## src/rtl/fta_asynch2sync_q_if.sv

```systemverilog
// Bundle of upstream (pulse) and downstream (level) signals of the queued
// async-to-sync FTA bridge. The bridge sits on the "slave" modport and the
// surrounding environment on the "master" modport.
//
// Handshake semantics: upstream requests are single-cycle pulses on req_cyc_i
// with no ready; a request arriving while the queue is full and not popping
// is dropped and reported on ovf_o/ovf_tid_o. Downstream, req_cyc_o is a level
// held with stable req_*_o fields until the slave raises ack, rty or err
// (levels); the bridge answers upstream with one-cycle resp_*_o pulses and
// waits for the slave to release all response levels before the next issue.
interface fta_asynch2sync_q_if #(
  parameter int DW    = 128,
  parameter int AW    = 32,
  parameter int TW    = 13,
  parameter int DEPTH = 4
);
  localparam int CW = $clog2(DEPTH + 1);

  // upstream request side
  logic            req_cyc_i;
  logic            req_we_i;
  logic [AW-1:0]   req_adr_i;
  logic [DW-1:0]   req_dat_i;
  logic [DW/8-1:0] req_sel_i;
  logic [TW-1:0]   req_tid_i;
  logic            ovf_o;
  logic [TW-1:0]   ovf_tid_o;
  // upstream response side
  logic            resp_ack_o;
  logic            resp_rty_o;
  logic            resp_err_o;
  logic [DW-1:0]   resp_dat_o;
  logic [TW-1:0]   resp_tid_o;
  // downstream request side
  logic            req_cyc_o;
  logic            req_we_o;
  logic [AW-1:0]   req_adr_o;
  logic [DW-1:0]   req_dat_o;
  logic [DW/8-1:0] req_sel_o;
  logic [TW-1:0]   req_tid_o;
  // downstream response side
  logic            resp_ack_i;
  logic            resp_rty_i;
  logic            resp_err_i;
  logic [DW-1:0]   resp_dat_i;
  // status
  logic            busy_o;
  logic [CW-1:0]   count_o;

  modport slave (
    input  req_cyc_i, req_we_i, req_adr_i, req_dat_i, req_sel_i, req_tid_i,
    input  resp_ack_i, resp_rty_i, resp_err_i, resp_dat_i,
    output ovf_o, ovf_tid_o,
    output resp_ack_o, resp_rty_o, resp_err_o, resp_dat_o, resp_tid_o,
    output req_cyc_o, req_we_o, req_adr_o, req_dat_o, req_sel_o, req_tid_o,
    output busy_o, count_o
  );

  modport master (
    output req_cyc_i, req_we_i, req_adr_i, req_dat_i, req_sel_i, req_tid_i,
    output resp_ack_i, resp_rty_i, resp_err_i, resp_dat_i,
    input  ovf_o, ovf_tid_o,
    input  resp_ack_o, resp_rty_o, resp_err_o, resp_dat_o, resp_tid_o,
    input  req_cyc_o, req_we_o, req_adr_o, req_dat_o, req_sel_o, req_tid_o,
    input  busy_o, count_o
  );
endinterface

```

## src/rtl/fta_asynch2sync_q.sv

```systemverilog
// Queued asynchronous-to-synchronous FTA bridge: pulse requests are queued in
// a DEPTH-entry FIFO, issued one at a time as a level cycle to the slave, and
// slave level responses are turned into single-cycle upstream pulses. Adds
// retry with backoff, response timeout, overflow reporting and tid tagging.
// BACKOFF must be >= 1.
module fta_asynch2sync_q #(
  parameter int DW        = 128,
  parameter int AW        = 32,
  parameter int TW        = 13,
  parameter int DEPTH     = 4,
  parameter int TIMEOUT   = 1023,
  parameter int MAX_RETRY = 3,
  parameter int BACKOFF   = 4
) (
  input  logic               clk,
  input  logic               rst,
  fta_asynch2sync_q_if.slave bus,
  output logic [1:0]         dbg_state_o
);
  localparam int PW  = $clog2(DEPTH);
  localparam int CW  = $clog2(DEPTH + 1);
  localparam int TMW = $clog2(TIMEOUT + 1);
  localparam int RW  = $clog2(MAX_RETRY + 2);
  localparam int BW  = $clog2(BACKOFF + 1);

  typedef enum logic [1:0] {
    S_IDLE    = 2'd0,
    S_ISSUE   = 2'd1,
    S_BACKOFF = 2'd2,
    S_DRAIN   = 2'd3
  } state_t;

  typedef struct packed {
    logic            we;
    logic [AW-1:0]   adr;
    logic [DW-1:0]   dat;
    logic [DW/8-1:0] sel;
    logic [TW-1:0]   tid;
  } entry_t;

  entry_t          mem_q [DEPTH];
  logic [PW-1:0]   wr_ptr_q, rd_ptr_q;
  logic [CW-1:0]   count_q;
  logic            ovf_q;
  logic [TW-1:0]   ovf_tid_q;

  state_t          state_q, state_d;
  logic [TMW-1:0]  timer_q, timer_d, timer_inc;
  logic [RW-1:0]   retry_q, retry_d;
  logic [BW-1:0]   bo_q, bo_d;
  logic            req_cyc_q;
  logic            ack_q, ack_d, rty_q, rty_d, err_q, err_d;
  logic [DW-1:0]   dat_q, dat_d;
  logic [TW-1:0]   tid_q;

  logic            full, nonempty, push, pop, ovf, any_rsp;
  entry_t          head, wr_entry;

  assign full      = (count_q == CW'(DEPTH));
  assign nonempty  = (count_q != '0);
  assign push      = bus.req_cyc_i && (!full || pop);
  assign ovf       = bus.req_cyc_i && full && !pop;
  assign any_rsp   = bus.resp_ack_i | bus.resp_rty_i | bus.resp_err_i;
  assign head      = mem_q[rd_ptr_q];
  assign timer_inc = timer_q + TMW'(1);
  assign wr_entry  = '{we: bus.req_we_i, adr: bus.req_adr_i, dat: bus.req_dat_i,
                       sel: bus.req_sel_i, tid: bus.req_tid_i};

  // Queue storage; contents are only visible through the occupancy-gated head.
  always_ff @(posedge clk) begin
    if (push) mem_q[wr_ptr_q] <= wr_entry;
  end

  // Queue pointers, occupancy and overflow reporting.
  always_ff @(posedge clk) begin
    if (!rst) begin
      wr_ptr_q  <= '0;
      rd_ptr_q  <= '0;
      count_q   <= '0;
      ovf_q     <= 1'b0;
      ovf_tid_q <= '0;
    end else begin
      if (push) wr_ptr_q <= wr_ptr_q + PW'(1);
      if (pop)  rd_ptr_q <= rd_ptr_q + PW'(1);
      if (push && !pop)      count_q <= count_q + CW'(1);
      else if (pop && !push) count_q <= count_q - CW'(1);
      ovf_q     <= ovf;
      ovf_tid_q <= ovf ? bus.req_tid_i : '0;
    end
  end

  // Issue FSM: next state, counters and the upstream response to register.
  always_comb begin
    state_d = state_q;
    timer_d = timer_q;
    retry_d = retry_q;
    bo_d    = bo_q;
    pop     = 1'b0;
    ack_d   = 1'b0;
    rty_d   = 1'b0;
    err_d   = 1'b0;
    dat_d   = '0;
    case (state_q)
      S_IDLE: begin
        if (nonempty && !any_rsp) begin
          state_d = S_ISSUE;
          timer_d = '0;
        end
      end
      S_ISSUE: begin
        timer_d = timer_inc;
        if (bus.resp_err_i) begin
          err_d   = 1'b1;
          pop     = 1'b1;
          retry_d = '0;
          state_d = S_DRAIN;
        end else if (bus.resp_ack_i) begin
          ack_d   = 1'b1;
          dat_d   = bus.resp_dat_i;
          pop     = 1'b1;
          retry_d = '0;
          state_d = S_DRAIN;
        end else if (bus.resp_rty_i) begin
          if (retry_q == RW'(MAX_RETRY)) begin
            rty_d   = 1'b1;
            pop     = 1'b1;
            retry_d = '0;
            state_d = S_DRAIN;
          end else begin
            retry_d = retry_q + RW'(1);
            bo_d    = '0;
            state_d = S_BACKOFF;
          end
        end else if (timer_inc == TMW'(TIMEOUT)) begin
          // Counting the current cycle, TIMEOUT silent cycles have elapsed.
          err_d   = 1'b1;
          pop     = 1'b1;
          retry_d = '0;
          state_d = S_DRAIN;
        end
      end
      S_BACKOFF: begin
        if (bo_q == BW'(BACKOFF - 1)) begin
          if (!any_rsp) begin
            state_d = S_ISSUE;
            timer_d = '0;
          end
        end else begin
          bo_d = bo_q + BW'(1);
        end
      end
      S_DRAIN: begin
        // One upstream pulse per slave assertion: wait for the release.
        if (!any_rsp) state_d = S_IDLE;
      end
      default: state_d = S_IDLE;
    endcase
  end

  // FSM state, counters, registered req_cyc_o and response pulses.
  always_ff @(posedge clk) begin
    if (!rst) begin
      state_q   <= S_IDLE;
      timer_q   <= '0;
      retry_q   <= '0;
      bo_q      <= '0;
      req_cyc_q <= 1'b0;
      ack_q     <= 1'b0;
      rty_q     <= 1'b0;
      err_q     <= 1'b0;
      dat_q     <= '0;
      tid_q     <= '0;
    end else begin
      state_q   <= state_d;
      timer_q   <= timer_d;
      retry_q   <= retry_d;
      bo_q      <= bo_d;
      req_cyc_q <= (state_d == S_ISSUE);
      ack_q     <= ack_d;
      rty_q     <= rty_d;
      err_q     <= err_d;
      dat_q     <= dat_d;
      tid_q     <= pop ? head.tid : '0;
    end
  end

  assign bus.req_cyc_o  = req_cyc_q;
  assign bus.req_we_o   = nonempty & head.we;
  assign bus.req_adr_o  = nonempty ? head.adr : '0;
  assign bus.req_dat_o  = nonempty ? head.dat : '0;
  assign bus.req_sel_o  = nonempty ? head.sel : '0;
  assign bus.req_tid_o  = nonempty ? head.tid : '0;
  assign bus.resp_ack_o = ack_q;
  assign bus.resp_rty_o = rty_q;
  assign bus.resp_err_o = err_q;
  assign bus.resp_dat_o = dat_q;
  assign bus.resp_tid_o = tid_q;
  assign bus.ovf_o      = ovf_q;
  assign bus.ovf_tid_o  = ovf_tid_q;
  assign bus.busy_o     = (state_q != S_IDLE) || nonempty;
  assign bus.count_o    = count_q;
  assign dbg_state_o    = state_q;
endmodule

```

## src/flat_wrapper.sv

```systemverilog
// flat-port wrapper written by rule: the top's interface ports become plain ports
module fta_asynch2sync_q_flat 
#(
  parameter int DW        = 128,
  parameter int AW        = 32,
  parameter int TW        = 13,
  parameter int DEPTH     = 4,
  parameter int TIMEOUT   = 1023,
  parameter int MAX_RETRY = 3,
  parameter int BACKOFF   = 4
)
  (clk, rst, dbg_state_o, bus_req_cyc_i, bus_req_we_i, bus_req_adr_i, bus_req_dat_i, bus_req_sel_i, bus_req_tid_i, bus_resp_ack_i, bus_resp_rty_i, bus_resp_err_i, bus_resp_dat_i, bus_ovf_o, bus_ovf_tid_o, bus_resp_ack_o, bus_resp_rty_o, bus_resp_err_o, bus_resp_dat_o, bus_resp_tid_o, bus_req_cyc_o, bus_req_we_o, bus_req_adr_o, bus_req_dat_o, bus_req_sel_o, bus_req_tid_o, bus_busy_o, bus_count_o);
  fta_asynch2sync_q_if #(.DW(DW), .AW(AW), .TW(TW), .DEPTH(DEPTH)) bus_i ();
  input  logic clk;
  input  logic rst;
  output logic [1:0] dbg_state_o;
  input wire logic [$bits(bus_i.req_cyc_i)-1:0] bus_req_cyc_i;
  input wire logic [$bits(bus_i.req_we_i)-1:0] bus_req_we_i;
  input wire logic [$bits(bus_i.req_adr_i)-1:0] bus_req_adr_i;
  input wire logic [$bits(bus_i.req_dat_i)-1:0] bus_req_dat_i;
  input wire logic [$bits(bus_i.req_sel_i)-1:0] bus_req_sel_i;
  input wire logic [$bits(bus_i.req_tid_i)-1:0] bus_req_tid_i;
  input wire logic [$bits(bus_i.resp_ack_i)-1:0] bus_resp_ack_i;
  input wire logic [$bits(bus_i.resp_rty_i)-1:0] bus_resp_rty_i;
  input wire logic [$bits(bus_i.resp_err_i)-1:0] bus_resp_err_i;
  input wire logic [$bits(bus_i.resp_dat_i)-1:0] bus_resp_dat_i;
  output wire logic [$bits(bus_i.ovf_o)-1:0] bus_ovf_o;
  output wire logic [$bits(bus_i.ovf_tid_o)-1:0] bus_ovf_tid_o;
  output wire logic [$bits(bus_i.resp_ack_o)-1:0] bus_resp_ack_o;
  output wire logic [$bits(bus_i.resp_rty_o)-1:0] bus_resp_rty_o;
  output wire logic [$bits(bus_i.resp_err_o)-1:0] bus_resp_err_o;
  output wire logic [$bits(bus_i.resp_dat_o)-1:0] bus_resp_dat_o;
  output wire logic [$bits(bus_i.resp_tid_o)-1:0] bus_resp_tid_o;
  output wire logic [$bits(bus_i.req_cyc_o)-1:0] bus_req_cyc_o;
  output wire logic [$bits(bus_i.req_we_o)-1:0] bus_req_we_o;
  output wire logic [$bits(bus_i.req_adr_o)-1:0] bus_req_adr_o;
  output wire logic [$bits(bus_i.req_dat_o)-1:0] bus_req_dat_o;
  output wire logic [$bits(bus_i.req_sel_o)-1:0] bus_req_sel_o;
  output wire logic [$bits(bus_i.req_tid_o)-1:0] bus_req_tid_o;
  output wire logic [$bits(bus_i.busy_o)-1:0] bus_busy_o;
  output wire logic [$bits(bus_i.count_o)-1:0] bus_count_o;
  assign bus_i.req_cyc_i = bus_req_cyc_i;
  assign bus_i.req_we_i = bus_req_we_i;
  assign bus_i.req_adr_i = bus_req_adr_i;
  assign bus_i.req_dat_i = bus_req_dat_i;
  assign bus_i.req_sel_i = bus_req_sel_i;
  assign bus_i.req_tid_i = bus_req_tid_i;
  assign bus_i.resp_ack_i = bus_resp_ack_i;
  assign bus_i.resp_rty_i = bus_resp_rty_i;
  assign bus_i.resp_err_i = bus_resp_err_i;
  assign bus_i.resp_dat_i = bus_resp_dat_i;
  assign bus_ovf_o = bus_i.ovf_o;
  assign bus_ovf_tid_o = bus_i.ovf_tid_o;
  assign bus_resp_ack_o = bus_i.resp_ack_o;
  assign bus_resp_rty_o = bus_i.resp_rty_o;
  assign bus_resp_err_o = bus_i.resp_err_o;
  assign bus_resp_dat_o = bus_i.resp_dat_o;
  assign bus_resp_tid_o = bus_i.resp_tid_o;
  assign bus_req_cyc_o = bus_i.req_cyc_o;
  assign bus_req_we_o = bus_i.req_we_o;
  assign bus_req_adr_o = bus_i.req_adr_o;
  assign bus_req_dat_o = bus_i.req_dat_o;
  assign bus_req_sel_o = bus_i.req_sel_o;
  assign bus_req_tid_o = bus_i.req_tid_o;
  assign bus_busy_o = bus_i.busy_o;
  assign bus_count_o = bus_i.count_o;
  fta_asynch2sync_q #(.DW(DW), .AW(AW), .TW(TW), .DEPTH(DEPTH), .TIMEOUT(TIMEOUT), .MAX_RETRY(MAX_RETRY), .BACKOFF(BACKOFF)) u_core (.clk(clk), .rst(rst), .bus(bus_i), .dbg_state_o(dbg_state_o));
endmodule
```

## config.mk

```make
export PLATFORM = sky130hd
export DESIGN_NAME = fta_asynch2sync_q_flat
export DESIGN_NICKNAME = d
export VERILOG_FILES = /design/src/rtl/fta_asynch2sync_q_if.sv /design/src/rtl/fta_asynch2sync_q.sv /design/src/flat_wrapper.sv
export SDC_FILE = /design/constraint.sdc
export NUM_CORES = 1
export LEC_CHECK = 0
export CAP_MARGIN = 10
export CORE_AREA = 2 2 266 268
export CTS_CLUSTER_SIZE = 8
export DETAILED_ROUTE_END_ITERATION = 10
export DIE_AREA = 0 0 268 270
export DONT_BUFFER_PORTS = 1
export GPL_TIMING_DRIVEN = 0
export PLACE_DENSITY = 0.69
export SKIP_LAST_GASP = 1
export SYNTH_ARGS = -nofsm -noshare
export SYNTH_HDL_FRONTEND = slang
export SYNTH_SLANG_ARGS = --single-unit
```

## constraint.sdc

```tcl
create_clock -name clk -period 9 [get_ports clk]
set_clock_uncertainty 0.05 [all_clocks]
set_input_delay 1.8 -clock clk [delete_from_list [all_inputs] [get_ports clk]]
set_output_delay 1.8 -clock clk [all_outputs]
set_load 0.02 [all_outputs]
```

==> impl_metrics.yaml, run 1 <==
route:
  drc: 0
  via_per_inst: 5.67
  routed_wl_mm: 81.4
  wl_per_cell_microns: 28.0
  vias: 16500
  drt_pass1_iterations: 5
  ant_nets: 0
  drt_iter0_drc: 1277
pwr:
  pwr-share-seq_pct: 41.9
  p_clk_share_pct: 36.4
  netSwitchingFraction_pct: 31.7
  irDropWorstVdd_v: 0.000233
  switching_power_mw: 4.07
  internal_power_mw: 8.78
  p_leak_nw: 13.0
  p_per_area_nw_per_um2: 321
  combPwrFrac_pct: 21.7
timing:
  tightest_slew_ps: 1160
  relSlewSlack_pct: 22.7
  fmax_mhz: 179
  hold_slack_ps: 424
  finalCriticalPeriod_ps: 5600
  slew_violations: 0
  tns_ps: 0
  hold_viol: 0
  rsz0062_at_grt: "no"
  fin_ws_ps: 3400
  setup_viol: 0
  min_period_over_period_pct: 62.2
yosys:
  ys_seq_area_share_pct: 76.8
  ys.flop_type: "edfxtp_1"
  syn_nets: 2082
  avgSynthCellArea_sq_um: 19.8
  synth-edff-count: 760
  synthDistinctLibCells: 55
  netlist_area_sq_um: 34600
  ys_warn_count: 0
  async_flop_share_pct: 0
  synth-seq-cells: 946
  synth_cells: 1747
clocking:
  post_cts_buffers: 0
  clockBufferDepth: 3
  cts.repair.resized: 0
  cts_hold_buf: 0
  numCtsBuffers: 137
  cts_root_buf: "clkbuf_16"
  clock_latency_ps: 710
  clkTransAtPathRegs_ps: 50
  cts_tree: "built"
  htree_levels: 4
  cts.sinks: 946
setup_path:
  endpoint_kind: "primary output"
  worstPathArrival_ps: 3750
  worst_ep_required_time_ps: 7150
  cp_slowest_stage_delay_ps: 770
  crit_path_frequent_cell: "buf_1"
  startpoint_type: "flip-flop"
  critPathSlowestCell: "buf_1"
  path_max_fanout: 10
  criticalPathCategory: "flip-flop to primary output"
  cp_cell_sequence: "buf_2 > buf_1 > buf_1 > mux4_2 > nor2b_1"
finish:
  layout.nets: 2233
  num_antenna_cells: 0
  final_core_util_pct: 57.6
  nFillCells: 5071
  layout-drive-gt1-share_pct: 20.9
  area_growth_pct: 15.9
floorplan:
  die_y_microns: 270
  start_util_pct: 49.7
  core_area_sq_um: 69500
  die_area_sq_um: 72400
  io_pins: 679
  rows: 97
  fp.dieW_microns: 268
grt:
  grt_overflow: 0
  grt_antenna_before_repair: 0
  grt_max_degree: 57
  grtUsageTotal_pct: 22.6
  grt_pass1_vias: 17400
  grt_pass1_wl_mm: 118
run:
  drv_cap: 0
placed_design:
  hpwl_mm: 54.7
  dp_slack_ps: 3890
  io_buffers: 0
  globalplace.congestion: 1.02
run_status:
  status: "complete, no violations"
worst_hold_path:
  hold_path_class: "flip-flop to flip-flop"
## metal layers
layer	track usage, %	part of all wire (%)	vias up
met1	27.9	38	8571
met5	1.28	0.16	-
met4	6.60	2.0	2
li1	-	-	7038
met3	11.6	12	135
met2	34.8	48	721
## cell type report
type	instances	area, sq um	area share [%]
clock inverter	19	387	0.965
clock buffer	185	3610	9.00
inverter	7	26.3	0.0656
multi-input combinational	701	7590	18.9
timing repair buffer	12	330	0.824
sequential	946	26500	66.2
buffer	93	409	1.02
tap	940	1180	2.93
## critical path, delay by kind of cell (launching register included)
family | cells | cell delay, ps
buffers and inverters | 3 | 1750
DFF | 1 | 290
muxes | 1 | 330
and+or+nand+nor | 1 | 680
## power by group through the flow
stage / Sequential, mW / Combinational [mW] / Clock, mW
2_1_floorplan: 5.51 / 2.02 / 0
3_3_place_gp: 5.62 / 2.77 / 0
3_5_place_dp: 5.46 / 2.84 / 0
4_1_cts: 5.38 / 2.86 / 4.75
5_1_grt: 5.41 / 2.97 / 4.94
6_report: 5.38 / 2.79 / 4.68
## stage by stage
| step | power, mW | cell area, sq um | instances |
|---|---|---|---|
| 6_report | 12.9 | 40100 | 2903 |
| 5_1_grt | 13.3 | 40100 | 2903 |
| 4_1_cts | 13.0 | 40100 | 2903 |
| 3_5_place_dp | 8.30 | 36100 | 2699 |
| 3_3_place_gp | 8.39 | 35700 | 2687 |
| 2_1_floorplan | 7.54 | 34600 | 1747 |
## layout by cell type (no fill, tap or decap), types with 5 or more instances in the layout
cell type / Yosys / final
a21oi_1: 13 / 13
a31oi_1: 7 / 7
and2_1: 146 / 142
buf_1: 12 / 12
buf_16: 0 / 12
buf_2: 27 / 27
clkbuf_1: 50 / 98
clkbuf_16: 0 / 137
clkinv_16: 0 / 9
dfxtp_1: 186 / 186
edfxtp_1: 760 / 760
ha_1: 10 / 10
inv_1: 7 / 7
mux2i_1: 6 / 6
mux4_2: 190 / 190
nand2_1: 20 / 20
nand3_1: 6 / 6
nor2_1: 23 / 23
nor2b_1: 192 / 192
nor3_1: 7 / 7
nor3b_1: 5 / 5
nor3b_2: 10 / 10
o21ai_0: 14 / 14
## cells in the mapped netlist, types with 2 or more instances
library cell	instances	area, sq um
nand2b_1	4	25.0
o211ai_1	3	22.5
mux4_2	190	4280
nor3b_2	10	125
nand4_1	4	25.0
xor2_1	2	17.5
buf_1	12	45.0
ha_1	10	125
o211a_1	2	20.0
o21ai_0	14	70.1
edfxtp_1	760	22800
dfxtp_1	186	3720
nor3_1	7	35.0
a21oi_1	13	65.1
nand2_1	20	75.1
nand3_1	6	30.0
nor2b_1	192	1200
nor4_1	3	18.8
nor3b_1	5	37.5
and2_1	146	913
inv_1	7	26.3
o31a_1	2	17.5
or3_1	4	25.0
a31oi_1	7	43.8
buf_2	27	135
nor2_1	23	86.3
clkbuf_1	50	188
nor4b_1	2	17.5
mux2i_1	6	60.1
buf_6	3	33.8
and3_1	2	12.5
xnor2_1	2	17.5
## kinds of logic (layout without fill, tap and decap cells)
group / count (synthesis) / after routing / share of synthesized area [%]
AND/OR/NAND/NOR: 435 / 435 / 7.77
buffers and inverters: 100 / 316 / 1.26
AO/OA/AOI/OAI: 55 / 55 / 1.09
adder cells (fa/ha/maj): 11 / 11 / 0.420
multiplexers: 196 / 196 / 12.6
flip-flops: 946 / 946 / 76.8
XOR/XNOR: 4 / 4 / 0.101
## final timing paths
check | slack, ps | endpoint | cells past startpoint | start
worst max-delay path | 3400 | bus_req_adr_o[29] | 5 | flip-flop
worst min-delay path | 420 | u_core.timer_q[7] | 1 | u_core.timer_q[7]
worst max register to register | 5570 | u_core.mem_q[2][176] | 8 | u_core.timer_q[0]
worst min register to register | 420 | u_core.timer_q[7] | 1 | u_core.timer_q[7]
## flip-flops by register name, indices dropped and copies added (netlist names), named ones only
name / flops
u_core.bus.ovf_tid_o: 13
u_core.rd_ptr_q: 2
u_core.dbg_state_o: 2
u_core.bus.resp_tid_o: 13
u_core.bus.ovf_o: 1
u_core.bus.count_o: 3
u_core.bus.req_cyc_o: 1
u_core.mem_q: 760
u_core.wr_ptr_q: 2
u_core.bus.resp_rty_o: 1
u_core.retry_q: 3
u_core.bo_q: 3
u_core.bus.resp_ack_o: 1
u_core.timer_q: 10
u_core.bus.resp_err_o: 1
u_core.bus.resp_dat_o: 128
(Power assumes the default switching activity.)
==> run 2: changes to the inputs <==
- clock period: 9 -> 5.3 ns (I/O delays scaled with it)
==> impl_metrics.yaml, run 2 (synthesized netlist as in run 1, its figures left out) <==
run_status:
  status: "complete, no violations"
clocking:
  numCtsBuffers: 136
  cts_hold_buf: 0
  htree_levels: 4
  clkTransAtPathRegs_ps: 50
  cts_tree: "built"
  cts.sinks: 946
  cts_root_buf: "clkbuf_16"
  clockBufferDepth: 3
  clock_latency_ps: 710
placed_design:
  dp_slack_ps: 931
  globalplace.congestion: 1.02
  dp_cells: 2702
  hpwl_mm: 58.1
  io_buffers: 0
  dpl_cell_area_sq_um: 36100
timing:
  setup_viol: 0
  finalCriticalPeriod_ps: 4760
  rsz0062_at_grt: "no"
  hold_viol: 0
  fin_ws_ps: 538
  slew_violations: 0
  min_period_over_period_pct: 89.9
  fmax_mhz: 210
  relSlewSlack_pct: 34.2
  tightest_slew_ps: 988
  hold_slack_ps: 381
route:
  routed_wl_mm: 85.3
  met1Wirelength_mm: 33.1
  drc: 0
  vias: 16700
  wl_met3_mm: 10.1
  via_per_inst: 5.75
  wl_per_cell_microns: 29.4
  ant_nets: 0
  top_layer: "met5"
  drt_pass1_iterations: 5
  dr_wl_met2_mm: 40.1
  drt_iter0_drc: 1446
finish:
  mostFrequentLayoutCell: "edfxtp_1"
  fin_cells: 2901
  layout.nets: 2234
  stdcell_area_sq_um: 40100
  layout-drive-gt1-share_pct: 20.9
  area_growth_pct: 16.1
  layout_common_cells: "760 x edfxtp_1, 192 x nor2b_1, 190 x mux4_2"
  largest_register_ffs: 760
  top_register: "u_core.mem_q"
pwr:
  internal_power_mw: 14.9
  p_per_area_nw_per_um2: 546
  irDropWorstVdd_v: 0.000364
  combPwrFrac_pct: 21.9
  p_leak_nw: 13.0
  switching_power_mw: 6.97
  netSwitchingFraction_pct: 31.8
  p_clk_share_pct: 36.4
  total_power_mw: 21.9
  pwr-share-seq_pct: 41.7
grt:
  grtUsageTotal_pct: 23.7
  grt_pass1_vias: 17300
  grt_antenna_before_repair: 13
  grt_pass1_wl_mm: 121
  grt_max_degree: 57
  grt_overflow: 0
setup_path:
  path_max_fanout: 10
  criticalPathCategory: "flip-flop to primary output"
  worst_ep_required_time_ps: 4190
  endpoint_kind: "primary output"
  startpoint_type: "flip-flop"
  rrSetupSlack_ps: 1540
  worstPathArrival_ps: 3650
floorplan:
  rows: 97
  io_pins: 679
  start_util_pct: 49.7
  die_y_microns: 270
  die_area_sq_um: 72400
  fp.dieW_microns: 268
  core_area_sq_um: 69500
worst_hold_path:
  hold_path_class: "input pin to flip-flop"
run:
  drv_cap: 0
==> run 2: cell count changes in the layout (fill, tap and decap cells not counted), sizes merged <==
cell      change
clkbuf        -4
diode         +3
clkinvlp      -1
buf           +2
clkinv        -3
bufinv        +1
==> run 2: repair_timing <==
| item | in CTS | in global routing |
|---|---|---|
| resized for setup | 0 | 0 |
| setup buffers | 0 | 0 |
| endpoints found under the hold margin | 0 | 0 |
| endpoints found under the setup margin | 0 | 1 |
==> run 2: metrics by stage <==
| stage | utilization, % | setup TNS [ps] |
|---|---|---|
| 2_1_floorplan | - | -599840 |
| 3_3_place_gp | 51.4 | -2656030 |
| 3_5_place_dp | 52.0 | 0 |
| 4_1_cts | 57.7 | 0 |
| 5_1_grt | 57.7 | 0 |
| 6_report | 57.7 | 0 |
==> run 2: area by class of cell <==
cell class	count	area (sq um)
fill	5021	29400
sequential	946	26500
multi-input combinational	701	7590
clock buffer	181	3570
tap	940	1180
clock inverter	16	405
buffer	92	405
timing repair buffer	15	385
inverter	7	26.3
antenna	3	7.51
==> run 2: worst paths after layout <==
check,start,endpoint,depth (start not counted)
setup reg to reg,u_core.timer_q[0],u_core.mem_q[2][36],9
hold / removal,bus_req_dat_i[123],u_core.mem_q[1][152],0
hold reg to reg,u_core.rd_ptr_q[1],flip-flop,2
setup / recovery,u_core.bus.count_o[0],bus_req_adr_o[30],4
==> run 2: power groups by stage <==
| stage | Sequential [mW] | Clock [mW] | Combinational (mW) |
|---|---|---|---|
| final | 9.15 | 7.97 | 4.80 |
| after global routing | 9.20 | 8.40 | 5.09 |
| after CTS | 9.15 | 8.08 | 4.91 |
| after detailed placement | 9.28 | 0 | 4.89 |
| after global placement | 9.47 | 0 | 4.68 |
| after floorplan | 9.34 | 0 | 3.44 |
==> run 2: worst max-delay path, stage by stage (launching register included) <==
cell and delay (ps):
dfxtp_1 420, nor3_1 480, clkbuf_1 780, clkbuf_1 800, nor2b_1 440
==> run 2: per-layer routing <==
layer	track usage, %	vias up
met2	35.6	762
met5	0	-
li1	-	7032
met4	7.06	6
met3	11.0	140
met1	30.9	8749
